## config.mk

```make
export PLATFORM = sky130hd
export DESIGN_NAME = uart_tx_fifo
export DESIGN_NICKNAME = d
export VERILOG_FILES = /design/src/rtl/uart_pkg.sv /design/src/rtl/sync_fifo.sv /design/src/rtl/uart_tx_fifo.sv
export SDC_FILE = /design/constraint.sdc
export NUM_CORES = 1
export LEC_CHECK = 0
export BUFFER_PORTS_ARGS = -buffer_cell sky130_fd_sc_hd__buf_2
export CAP_MARGIN = 20
export CORE_MARGIN = 2
export CORE_UTILIZATION = 30
export CTS_BUF_LIST = sky130_fd_sc_hd__clkbuf_8
export DETAILED_ROUTE_END_ITERATION = 10
export SYNTH_ARGS = -nofsm -noshare
export SYNTH_HDL_FRONTEND = slang
export SYNTH_SLANG_ARGS = --single-unit
export TNS_END_PERCENT = 50
```

## constraint.sdc

```tcl
create_clock -name clk -period 6.3 [get_ports clk]
set_input_delay 0.315 -clock clk [delete_from_list [all_inputs] [get_ports clk]]
set_output_delay 0.315 -clock clk [all_outputs]
set_load 0.1 [all_outputs]
```

## src/rtl/uart_pkg.sv

```systemverilog
// uart_pkg: shared FSM state, frame-format encodings and default divisor derivation for the UART transmitter.
package uart_pkg;

    typedef enum logic [2:0] {
        ST_IDLE   = 3'd0,
        ST_START  = 3'd1,
        ST_DATA   = 3'd2,
        ST_PARITY = 3'd3,
        ST_STOP   = 3'd4
    } state_e;

    typedef enum logic [1:0] {
        PAR_NONE     = 2'b00,
        PAR_EVEN     = 2'b01,
        PAR_ODD      = 2'b10,
        PAR_NONE_ALT = 2'b11
    } parity_e;

    typedef enum logic [1:0] {
        DB_5 = 2'b00,
        DB_6 = 2'b01,
        DB_7 = 2'b10,
        DB_8 = 2'b11
    } data_bits_e;

    function automatic longint unsigned def_div(input longint unsigned clk_freq, input longint unsigned baud);
        return clk_freq / baud;
    endfunction

endpackage

```

## src/rtl/sync_fifo.sv

```systemverilog
// sync_fifo: show-ahead synchronous FIFO; pushes while full and pops while empty are ignored.
module sync_fifo #(
    parameter int WIDTH = 8,
    parameter int DEPTH = 16
) (
    input  logic                   clk,
    input  logic                   rst,
    input  logic                   push,
    input  logic                   pop,
    input  logic [WIDTH-1:0]       din,
    output logic [WIDTH-1:0]       dout,
    output logic                   full,
    output logic                   empty,
    output logic [$clog2(DEPTH):0] level
);
    localparam int AW = $clog2(DEPTH);

    logic [WIDTH-1:0] mem_q [DEPTH];
    logic [AW-1:0]    wr_q, rd_q;
    logic [AW:0]      level_q;
    logic             do_push, do_pop;

    assign full    = level_q == (AW+1)'(DEPTH);
    assign empty   = level_q == '0;
    assign do_push = push & ~full;
    assign do_pop  = pop & ~empty;
    assign dout    = mem_q[rd_q];
    assign level   = level_q;

    always_ff @(posedge clk) begin
        if (rst) begin
            wr_q    <= '0;
            rd_q    <= '0;
            level_q <= '0;
        end else begin
            if (do_push) wr_q <= wr_q + AW'(1);
            if (do_pop) rd_q <= rd_q + AW'(1);
            level_q <= level_q + (AW+1)'(do_push) - (AW+1)'(do_pop);
        end
    end

    always_ff @(posedge clk) begin
        if (do_push) mem_q[wr_q] <= din;
    end

endmodule

```

## src/rtl/uart_tx_fifo.sv

```systemverilog
// uart_tx_fifo: FIFO-buffered UART transmitter with per-frame data length, parity, stop bits and bit period.
module uart_tx_fifo
    import uart_pkg::*;
#(
    parameter int unsigned CLK_FREQ   = 184333000,
    parameter int unsigned BAUD_RATE  = 115200,
    parameter int          FIFO_DEPTH = 16,
    parameter int          DIV_WIDTH  = 16
) (
    input  logic                          clk,
    input  logic                          rst,
    input  logic [7:0]                    s_data,
    input  logic                          s_valid,
    output logic                          s_ready,
    input  logic [1:0]                    cfg_data_bits,
    input  logic [1:0]                    cfg_parity,
    input  logic                          cfg_stop2,
    input  logic [DIV_WIDTH-1:0]          cfg_div,
    output logic                          tx,
    output logic                          busy,
    output logic [$clog2(FIFO_DEPTH):0]   fifo_level
);
    localparam longint unsigned DEF_DIV = def_div(CLK_FREQ, BAUD_RATE);
    localparam logic [DIV_WIDTH:0] ONE = 1;

    if (DEF_DIV == 0 || DEF_DIV >= (64'd1 << DIV_WIDTH)) begin : g_div_chk
        $error("DEF_DIV does not fit DIV_WIDTH");
    end
    if (FIFO_DEPTH < 2 || (FIFO_DEPTH & (FIFO_DEPTH - 1)) != 0) begin : g_depth_chk
        $error("FIFO_DEPTH must be a power of 2 and at least 2");
    end

    state_e               state_q;
    parity_e              parity_q;
    logic [1:0]           db_q;
    logic                 stop2_q, par_q, tx_q, busy_q;
    logic [DIV_WIDTH-1:0] div_q, eff_div;
    logic [DIV_WIDTH:0]   cnt_q, stop_len;
    logic [2:0]           bit_q;
    logic [7:0]           sh_q, fifo_dout;
    logic                 fifo_full, fifo_empty, push, pop;
    logic                 bit_end, stop_end, par_en;

    assign eff_div  = cfg_div == '0 ? DIV_WIDTH'(DEF_DIV) : (cfg_div == DIV_WIDTH'(1) ? DIV_WIDTH'(2) : cfg_div);
    assign s_ready  = ~fifo_full & ~rst;
    assign push     = s_valid & s_ready;
    assign stop_len = stop2_q ? {div_q, 1'b0} : {1'b0, div_q};
    assign bit_end  = cnt_q == {1'b0, div_q} - ONE;
    assign stop_end = cnt_q == stop_len - ONE;
    assign par_en   = parity_q == PAR_EVEN || parity_q == PAR_ODD;
    // Popping at the last stop cycle chains the next frame with no idle cycle.
    assign pop      = ~fifo_empty & (state_q == ST_IDLE || (state_q == ST_STOP && stop_end));
    assign tx       = tx_q;
    assign busy     = busy_q;

    sync_fifo #(.WIDTH(8), .DEPTH(FIFO_DEPTH)) u_fifo (
        .clk   (clk),
        .rst   (rst),
        .push  (push),
        .pop   (pop),
        .din   (s_data),
        .dout  (fifo_dout),
        .full  (fifo_full),
        .empty (fifo_empty),
        .level (fifo_level)
    );

    always_ff @(posedge clk) begin
        if (rst) begin
            state_q  <= ST_IDLE;
            tx_q     <= 1'b1;
            busy_q   <= 1'b0;
            cnt_q    <= '0;
            bit_q    <= '0;
            sh_q     <= '0;
            par_q    <= 1'b0;
            div_q    <= '0;
            db_q     <= '0;
            parity_q <= PAR_NONE;
            stop2_q  <= 1'b0;
        end else if (pop) begin
            state_q  <= ST_START;
            tx_q     <= 1'b0;
            busy_q   <= 1'b1;
            cnt_q    <= '0;
            bit_q    <= '0;
            sh_q     <= fifo_dout;
            par_q    <= 1'b0;
            div_q    <= eff_div;
            db_q     <= cfg_data_bits;
            parity_q <= parity_e'(cfg_parity);
            stop2_q  <= cfg_stop2;
        end else begin
            case (state_q)
                ST_IDLE: begin
                    tx_q   <= 1'b1;
                    busy_q <= push;
                end
                ST_START: begin
                    cnt_q <= bit_end ? '0 : cnt_q + ONE;
                    if (bit_end) begin
                        state_q <= ST_DATA;
                        tx_q    <= sh_q[0];
                    end
                end
                ST_DATA: begin
                    cnt_q <= bit_end ? '0 : cnt_q + ONE;
                    if (bit_end) begin
                        sh_q  <= sh_q >> 1;
                        par_q <= par_q ^ sh_q[0];
                        bit_q <= bit_q + 3'd1;
                        // Last data bit index is data length minus one: {1, cfg_data_bits}.
                        if (bit_q == {1'b1, db_q}) begin
                            state_q <= par_en ? ST_PARITY : ST_STOP;
                            tx_q    <= par_en ? (par_q ^ sh_q[0] ^ (parity_q == PAR_ODD)) : 1'b1;
                        end else begin
                            tx_q <= sh_q[1];
                        end
                    end
                end
                ST_PARITY: begin
                    cnt_q <= bit_end ? '0 : cnt_q + ONE;
                    if (bit_end) begin
                        state_q <= ST_STOP;
                        tx_q    <= 1'b1;
                    end
                end
                ST_STOP: begin
                    cnt_q <= stop_end ? '0 : cnt_q + ONE;
                    if (stop_end) begin
                        state_q <= ST_IDLE;
                        tx_q    <= 1'b1;
                        busy_q  <= push;
                    end
                end
                default: begin
                    state_q <= ST_IDLE;
                    tx_q    <= 1'b1;
                    busy_q  <= ~fifo_empty | push;
                    cnt_q   <= '0;
                end
            endcase
        end
    end

endmodule

```

# Yosys cells after proc, flatten, opt, wreduce, memory -nomap -nowiden
# Memories as Yosys holds them, arrays and structs flattened. A register that Yosys moved wholly into a read port is not among the register bits.
# Index checks and enable logic that the tools add are counted.
# op_classes
n_addsub	8
n_eq_ne	23
muxes	32
n_bitwise	12
reduce_logical	16
# ops
cell	n
$mux W17	3
$pmux W17 S3	1
$eq A17 B17 Y1	2
$mux W16	2
$mux W8	3
$mux W3	6
$add A17 B1 Y17 const B	1
$sub A16 B1 Y17 const B	1
$sub A17 B1 Y17 const B	1
$eq A16 B1 Y1 const B	1
$logic_not A16 Y1	1
$ne A3 B2 Y1 const B	5
$pmux W3 S5	1
$mux W1	12
$reduce_and A6 Y1	2
$ne A2 B2 Y1 const B	5
$add A4 B1 Y4 const B	2
$mux W4	2
$eq A3 B2 Y1 const B	2
$reduce_and A2 Y1	3
$add A5 B1 Y5	1
$and A1 B1 Y1	5
$eq A5 B5 Y1 const B	1
$logic_not A5 Y1	1
20 further kinds	27
# word_totals
reg_bits	68
ramBits	128
inputBits	32
output_inout_bits	8
word_cells	107
mem_count	1
# memory_table
memory	depth	width	read_ports	rd_ports_with_merged_regs	write_ports	line_no	text
u_fifo.mem_q	16	8	1	1	1	sync_fifo.sv:18	logic [WIDTH-1:0] mem_q [DEPTH];

# Longest topological paths before layout
# Gate-level depths: netlist of the first run.
# depth
word_depth	9
mapped_depth	21
ltp_nobuf	19

# By module
# A second synthesis of the first run with hierarchy kept.
# unflattened
cells_unflattened	842
hier_area_um2	9902.0
# modules_own_cells
module	n_inst	cells_each	area_each_um2	seq_area_each_um2
sync_fifo	1	306	5799.3	4184.0
uart_tx_fifo	1	536	4102.7	1101.1

# Worst setup path before layout of the first run
# No wires, ideal clock.
# synth_path
path_type	register -> register
startpoint	register stop2_q
endpoint	register u_fifo.level_q[4] (netlist: u_fifo.level[4])
setup_ps	70
arrival_time_ps	4828
t_required_ps	6230
slack_ps	1402
stages_incl_launch_ff	22
path_buffers	2
period_less_slack_ps	4898
path_cell_list	dfxtp_1 clkbuf_1 mux2i_1 ha_1 or4b_2 a2111oi_4 mux2i_1 nand2_1 xnor2_1 a21o_1 o31ai_4 nand2_2 buf_2 inv_1 ha_1 inv_1 ha_1 fa_1 a21oi_1 nor2_1 or3_1 a21oi_1
# synth_between
elab_chain_len	8
# synth_rtl
element	line_no	text
start, declared	uart_tx_fifo.sv:36	logic stop2_q, par_q, tx_q, busy_q;
start signal, assigned	uart_tx_fifo.sv:92	stop2_q <= cfg_stop2;
$mux W17	uart_tx_fifo.sv:47	assign stop_len = stop2_q ? {div_q, 1'b0} : {1'b0, div_q};
$sub A17 B1 Y17	uart_tx_fifo.sv:49	assign stop_end = cnt_q == stop_len - ONE;
$eq A17 B17 Y1	uart_tx_fifo.sv:49	
$logic_and A1 B1 Y1	uart_tx_fifo.sv:52	assign pop = ~fifo_empty & (state_q == ST_IDLE || (state_q == ST_STOP && stop_end));
$logic_or A1 B1 Y1	uart_tx_fifo.sv:52	
$and A1 B1 Y1	uart_tx_fifo.sv:52	
named net pop	uart_tx_fifo.sv:41	logic fifo_full, fifo_empty, push, pop;
$and A1 B1 Y1	sync_fifo.sv:26	assign do_pop = pop & ~empty;
$sub A5 B1 Y5	sync_fifo.sv:38	level_q <= level_q + (AW+1)'(do_push) - (AW+1)'(do_pop);
end signal, assigned	sync_fifo.sv:38	
end, declared	sync_fifo.sv:20	logic [AW:0] level_q;
# The timed path passes the listed nets, and every way through them passes these cells.
# A chain may end at the register's enable or synchronous reset.

# Worst setup path after layout of the first run
# Same ends and word-level chain as after synthesis.

==> reports/summary.txt, run 1 <==
Die Span X - 185 um
HPWL after DPL - 14400 um
Worst-path clk slew - 0.10 ns
Ratio of cells with drive above 1 in the final layout - 0.175
Netlist cell types - 72
GP Congestion - 0.811
Layout Nets - 868
Setup TNS - 0 ns
Initial antenna violation count - 0
Worst path arrival time - 5.41 ns
Final setup vio count - 0
Yosys synthesis warning count - 0
Tightest Pin Transition - 0.935 ns
First-pass GRT wire length - 33500 um
Maximum vdd drop - 0.000162 V
Total Routing Usage GR - 0.126
Post-synthesis sequential area ratio - 0.536
Hold Violations, Final - 0
Slowest cell on the critical path - dfxtp_1
Cells after Synth - 812
Kind of critical path - reg2reg
Area leader, netlist - edfxtp_1
Worst flop-to-flop path startpoint - stop2_q
Total power - 4.17 mW
Worst setup EP type - register
CTS tree - done
Max-slew headroom - 0.376
Max Clk Rate - 200 MHz
WL per Instance - 16.2 um
Syn Area/Cell - 12.1 um^2
CP cell instances - mux2i_1, ha_1, or4b_2, a2111oi_4, mux2i_1, nand2_1, xnor2_1, a21o_1, o31ai_4, nand2_2, inv_1, ha_1, inv_1, ha_1, fa_1, a21oi_1, nor2_1, or3_1, a21oi_1
Setup Fix Bufs, Post-CTS - 0
Most frequent CP cell - ha_1
Area after DPL - 10400 um^2
Port Buffers - 39
Hold slack final - 0.0750 ns
Max incr delay on CP - 0.70 ns
Initial Util - 0.304
Root buffer cell - clkbuf_8
DRT antenna net count - 0
Filler cells - 3234
Gates resized, CTS repair - 0
Clock H-tree levels - 4
Mapped cell area - 9870 um^2
Class of the worst hold path - in2reg
Top_reg_cell synth - edfxtp_1
Initial DRT Pass Iterations - 5
DR DRC count - 0
Iter 0 DRT Violations - 424
Crit path launch type - register
GRT overflow - 0
CP top delay family - compound AO/OA/AOI/OAI gates
Core Box Area - 32500 um^2
Largest net degree at the start of global routing - 50
Sink Count - 200
Final instance area - 10800 um^2
Detailed Route WL - 20600 um
Vias in the first global route - 6037
Worst clock skew - 0.0158 ns
Crit path time final - 5.00 ns
Fin. max-slew vios - 0
Post-synth EDFFs - 128
Fin crit share - 0.794
RSZ-0062 raised after global routing - false
Largest cells by area after synthesis - edfxtp_1, dfxtp_1, mux4_2
Clock tree buffer depth - 2
Number of CTS-inserted buffers - 17
Critical Path Start - stop2_q
Top cell type's share of synthesized area - 0.390
Flop2flop setup slack - 1.30 ns
Diodes inserted - 0
Flops & latches, synth - 200
Max Cap Viol - 0
Die Footprint - 34400 um^2
Static Leak - 3.57 nW
Top-count cell post-synth - edfxtp_1
Die height - 185 um
Via-per-instance ratio - 4.80
Post-synth ARST share - 0
Buffers and inverters on the worst path - 2
Worst hold start - cfg_parity[1]
Status - completed
Post-cts hold buffer count - 0
Clock Latency Late Sink - 0.47 ns
Syn Nets - 861
Pwr dens - 386 nW/um^2
Largest fanout on the critical path - 13
Commonest cells post-synth - edfxtp_1, nor2_1, dfxtp_1
Critical Path RT - 6.70 ns
I/O pin count - 40
Area grow syn2layout - 9.35%
Vias - 6114
FP Rows - 66
[worst min-delay path: stages]
cell     delay, ns
buf_2         0.08
mux2i_1       0.05
nor2_1        0.07
[cells by family (layout without fill, tap and decap cells)]
logic type	after synthesis	in the layout	share of synthesized area
adders and majority gates	17	17	0.0223
buffers and inverters	87	107	0.0396
AOI/OAI and AO/OA	120	120	0.0874
xor gates and xnor gates	54	54	0.0487
and+or+nand+nor	257	257	0.137
DFF	200	200	0.536
muxes	77	77	0.129
[layout by cell type, fill, tap and decap left out, types with 4 or more instances in the layout]
cell type and count:
clkbuf_8 17, a211oi_1 19, o21ai_0 9, nand3_1 23, a21boi_0 4, and3_1 8, ha_1 16, xor2_1 26
and2_1 4, a31oi_1 10, a21oi_1 39, edfxtp_1 128, nand2_1 36, nor4_1 8, dfxtp_1 71, mux4_2 40
nand2b_1 13, nand4_1 9, mux2i_1 35, nor3_1 23, buf_2 39, nor2_1 84, xnor2_1 27, nor2b_1 8
buf_4 11, nand3b_1 7, or3_1 12, inv_1 26, a21o_1 4
[flip-flops by register name (all words and copies together), names as in the netlist, 4 cells and up, named ones only]
signal and cells:
u_fifo.wr_q 4, u_fifo.level 5, cnt_q 17, u_fifo.mem_q 128
u_fifo.rd_q 4, sh_q 8, div_q 16
[layer usage]
metal	share of wire	global-route usage	vias up	wire length, um
met5	0	0	-	0
met4	0.011	0.0371	0	234
met3	0.033	0.0258	12	680
met2	0.48	0.205	77	9970
met1	0.47	0.169	2991	9730
li1	-	-	3034	-
[per-stage QoR]
step / setup slack (ns) / cells / util
3_5_place_dp: 1.31 / 1241 / 0.320
2_1_floorplan: 1.40 / 812 / -
3_3_place_gp: 1.44 / 1241 / 0.320
5_1_grt: 0.874 / 1274 / 0.332
4_1_cts: 1.31 / 1273 / 0.332
6_report: 1.30 / 1274 / 0.332
[report_power, final]
group | internal [mW] | switching (mW) | leakage, nW
Combinational | 0.709 | 0.965 | 1.62
Clock | 0.324 | 0.485 | 0.202
Sequential | 1.50 | 0.178 | 1.74
[layout make-up]
cell class / instances / area [um^2] / share of cell area
Inverter: 24 / 90.1 / 0.00835
Multi-Input combinational cell: 525 / 4190 / 0.388
Clock buffer: 17 / 234 / 0.0217
Timing Repair Buffer: 51 / 283 / 0.0262
Tap cell: 442 / 553 / 0.0513
Clock inverter: 15 / 151 / 0.0140
Sequential cell: 200 / 5290 / 0.490
[final timing paths]
kind / depth (start not counted) / end
setup / recovery: 19 / u_fifo.level[4]
hold / removal: 3 / parity_q[1]
setup reg to reg: 19 / u_fifo.level[4]
hold reg to reg: 2 / sh_q[2]
(Power assumes the default switching activity.)
==> run 2, diff against run 1 <==
--- a/config.mk
+++ b/config.mk
@@ -5,6 +5,7 @@
 export SDC_FILE = /design/constraint.sdc
 export NUM_CORES = 1
 export LEC_CHECK = 0
+export ABC_AREA = 1
 export BUFFER_PORTS_ARGS = -buffer_cell sky130_fd_sc_hd__buf_2
 export CAP_MARGIN = 20
 export CORE_MARGIN = 2
==> constraint.sdc (replaced) <==
create_clock -name clk -period 5.19 [get_ports clk]
set_input_delay 0.2595 -clock clk [delete_from_list [all_inputs] [get_ports clk]]
set_output_delay 0.2595 -clock clk [all_outputs]
set_load 0.1 [all_outputs]
==> run 2 against run 1 <==
Synthesized area up 8.4%. Utilization up 0.18 points. Via count is 38% higher. Power grew 51%. Highest routed layer unchanged. Critical path type unchanged. Sequential power is 24% higher. Final cell count increased by 39%. Register-to-register slack improved by 0.19 ns. Hold slack got worse by 0.020 ns. Final area is 9.4% higher. Clock power grew 31%. First-iteration DRC count rose by 50%. Routed wire length is 29% higher.
==> reports/summary.txt, run 2 <==
Status - completed
Met2 routed WL - 12600 um (+26%)
DR WL met3 - 975 um (+43%)
Area grow syn2layout - 10.3%
Iter 0 DRT Violations - 636 (+50%)
Via-per-instance ratio - 4.76 (-0.86%)
Worst clock skew - 0.0265 ns (+0.0107 ns)
Yosys synthesis warning count - 0 (unchanged)
Ratio of cells with drive above 1 in the final layout - 0.102 (-0.0740)
P_sw - 3.05 mW (+87%)
Class of the worst hold path - in2reg
Port Buffers - 39 (unchanged)
Initial DRT Pass Iterations - 5 (unchanged)
Largest net degree at the start of global routing - 78 (+56%)
Crit path launch type - register
Diodes inserted - 0 (unchanged)
Largest cells by area after synthesis - edfxtp_1, dfxtp_1, nand2_1
Die Span X - 193 um (+4.0%)
GRT overflow - 0 (unchanged)
Number of CTS-inserted buffers - 17 (unchanged)
Max Cap Viol - 0 (unchanged)
DR DRC count - 0 (unchanged)
Setup TNS - 0 ns (unchanged)
Seq pwr share - 0.334 (-0.070)
Cells after Synth - 1269 (+56%)
Top reg by flops - u_fifo.mem_q
GP Congestion - 0.932 (+15%)
Sink Count - 200 (unchanged)
Mapped cell area - 10700 um^2 (+8.4%)
Post-cts hold buffer count - 10 (+10)
Area leader, netlist - edfxtp_1
Top-count cell post-synth - nand2_1
Detailed Route WL - 26600 um (+29%)
Worst-path clk slew - 0.13 ns (+0.03 ns)
Met1 wire length - 12500 um (+29%)
Commonest non-fill, non-tap cell in the layout - nand2_1
Final setup vio count - 0 (unchanged)
Post-synth EDFFs - 128 (unchanged)
Worst path arrival time - 4.15 ns (-1.26 ns)
Hold Violations, Final - 0 (unchanged)
Post-synth ARST share - 0 (unchanged)
CTS tree - done
Flop2flop setup slack - 1.49 ns (+0.19 ns)
Tightest Pin Transition - 1.15 ns (+0.216 ns)
Reg area - 5290 um^2 (about the same)
Top Metal Used - met4
Layout Nets - 1346 (+55%)
DRT antenna net count - 0 (unchanged)
Worst setup EP type - register
Syn Nets - 1318 (+53%)
HPWL after DPL - 18700 um (+30%)
Flops & latches, synth - 200 (unchanged)
Vias - 8426 (+38%)
Pwr dens - 532 nW/um^2 (+38%)
Die height - 193 um (+4.0%)
Total Routing Usage GR - 0.148 (+0.0223)
Setup Fix Bufs, Post-CTS - 0 (unchanged)
Gates resized, CTS repair - 0 (unchanged)
Syn Area/Cell - 8.43 um^2 (-31%)
Fin crit share - 0.714 (-0.0806)
Max Clk Rate - 270 MHz (+35%)
Netlist cell types - 51 (-29%)
First-pass GRT wire length - 42300 um (+27%)
Maximum vdd drop - 0.000227 V (+40%)
Crit path time final - 3.70 ns (-1.30 ns)
WL per Instance - 15.0 um (-7.1%)
Clock H-tree levels - 4 (unchanged)
Largest register FFs - 128 (unchanged)
Core Box Area - 35300 um^2 (+8.8%)
Critical Path RT - 5.63 ns (-1.07 ns)
Fin. max-slew vios - 0 (unchanged)
Die Footprint - 37200 um^2 (+8.2%)
Largest fanout on the critical path - 15 (+2)
Filler cells - 3642 (+13%)
Int Power - 3.23 mW (+27%)
Top_reg_cell synth - edfxtp_1
Root buffer cell - clkbuf_8
Initial Util - 0.303 (-0.00103)
Sw frac - 0.486 (+0.0952)
RSZ-0062 raised after global routing - false
Clock tree buffer depth - 2 (unchanged)
Clock power frac - 0.170 (-0.024)
Combinational fraction of design power - 0.497 (+0.095)
Final instance area - 11800 um^2 (+9.4%)
FP Rows - 69 (+4.5%)
Clock Latency Late Sink - 0.51 ns (+0.04 ns)
Area after DPL - 11300 um^2 (+8.3%)
Kind of critical path - reg2reg
Most frequent cells in the layout - nand2_1, inv_1, edfxtp_1, nand3_1, nor2_1
Commonest cells post-synth - nand2_1, inv_1, edfxtp_1
Initial antenna violation count - 0 (unchanged)
Post-synthesis sequential area ratio - 0.494 (-0.0417)
Regs by FF count - u_fifo.mem_q x128, cnt_q x17, div_q x16
Multi-input gate area - 4540 um^2 (+8.2%)
Max-slew headroom - 0.225 (-0.151)
Vias in the first global route - 7889 (+31%)
I/O pin count - 40 (unchanged)
Top cell type's share of synthesized area - 0.359 (-0.0303)
Static Leak - 4.92 nW (+38%)
[run 2: critical path, stage by stage, from the launching register on]
cell and delay (ns):
dfxtp_1 0.69, inv_4 0.18, nand2_1 0.13, ha_1 0.23, nand3_2 0.16, nor2_8 0.17
nand2_2 0.08, inv_1 0.07, nand3_1 0.07, nand2_1 0.07, nand3_1 0.07, nor2_2 0.15
nand2_4 0.11, a21oi_4 0.15, ha_1 0.13, inv_1 0.04, ha_1 0.20, fa_1 0.40
nand2_1 0.08, a21oi_1 0.06, nor2_1 0.13, o21ai_0 0.11, a21oi_1 0.15
[run 2: area by class of cell]
cell class              instances  share of cell area
repair buffers                 57              0.0301
inverters                     161              0.0514
well taps                     461              0.0489
clock inverters                15              0.0173
flip-flops and latches        200               0.448
clock buffers                  17              0.0198
multi-input cells             860               0.384
[run 2: power groups by stage]
stage               logic [mW]  clock network [mW]  registers [mW]
floorplan                 2.45                   0            2.14
global placement          3.08                   0            2.13
detailed placement        3.11                   0            2.13
CTS                       3.13                1.10            2.10
global route              3.53                1.16            2.12
finish                    3.12                1.06            2.09
[run 2: stage by stage]
step                       util  power, mW  setup slack [ns]  cells  hold WS, ns
after detailed placement  0.319       5.24              1.51   1729        0.470
after CTS                 0.334       6.32              1.49   1771       0.0126
after global routing      0.334       6.82              1.08   1771       0.0577
final                     0.334       6.27              1.49   1771       0.0555
after global placement    0.319       5.21              1.68   1729        0.457
after floorplan               -       4.59              1.70   1269        0.338
[run 2: per-layer routing]
metal  up-vias  global-route usage
li1       4276                   -
met1      3949               0.196
met2       166               0.246
met3        35              0.0249
met4         0              0.0473
met5         -                   0
[run 2: worst paths after layout]
kind                           to     startpoint  cells past startpoint
setup / recovery  u_fifo.level[4]        stop2_q                     22
hold / removal        parity_q[0]  cfg_parity[0]                      3
setup reg to reg  u_fifo.level[4]        stop2_q                     22
hold reg to reg                tx             tx                      2
[run 2: logic make-up after synthesis]
kind of cell | after synthesis | share of synthesized area
and+or+nand+nor | 586 | 0.244
buffers and inverters | 209 | 0.0820
DFF | 200 | 0.494
AOI/OAI and AO/OA | 192 | 0.102
xor gates and xnor gates | 33 | 0.0270
muxes | 32 | 0.0299
adders and majority gates | 17 | 0.0206
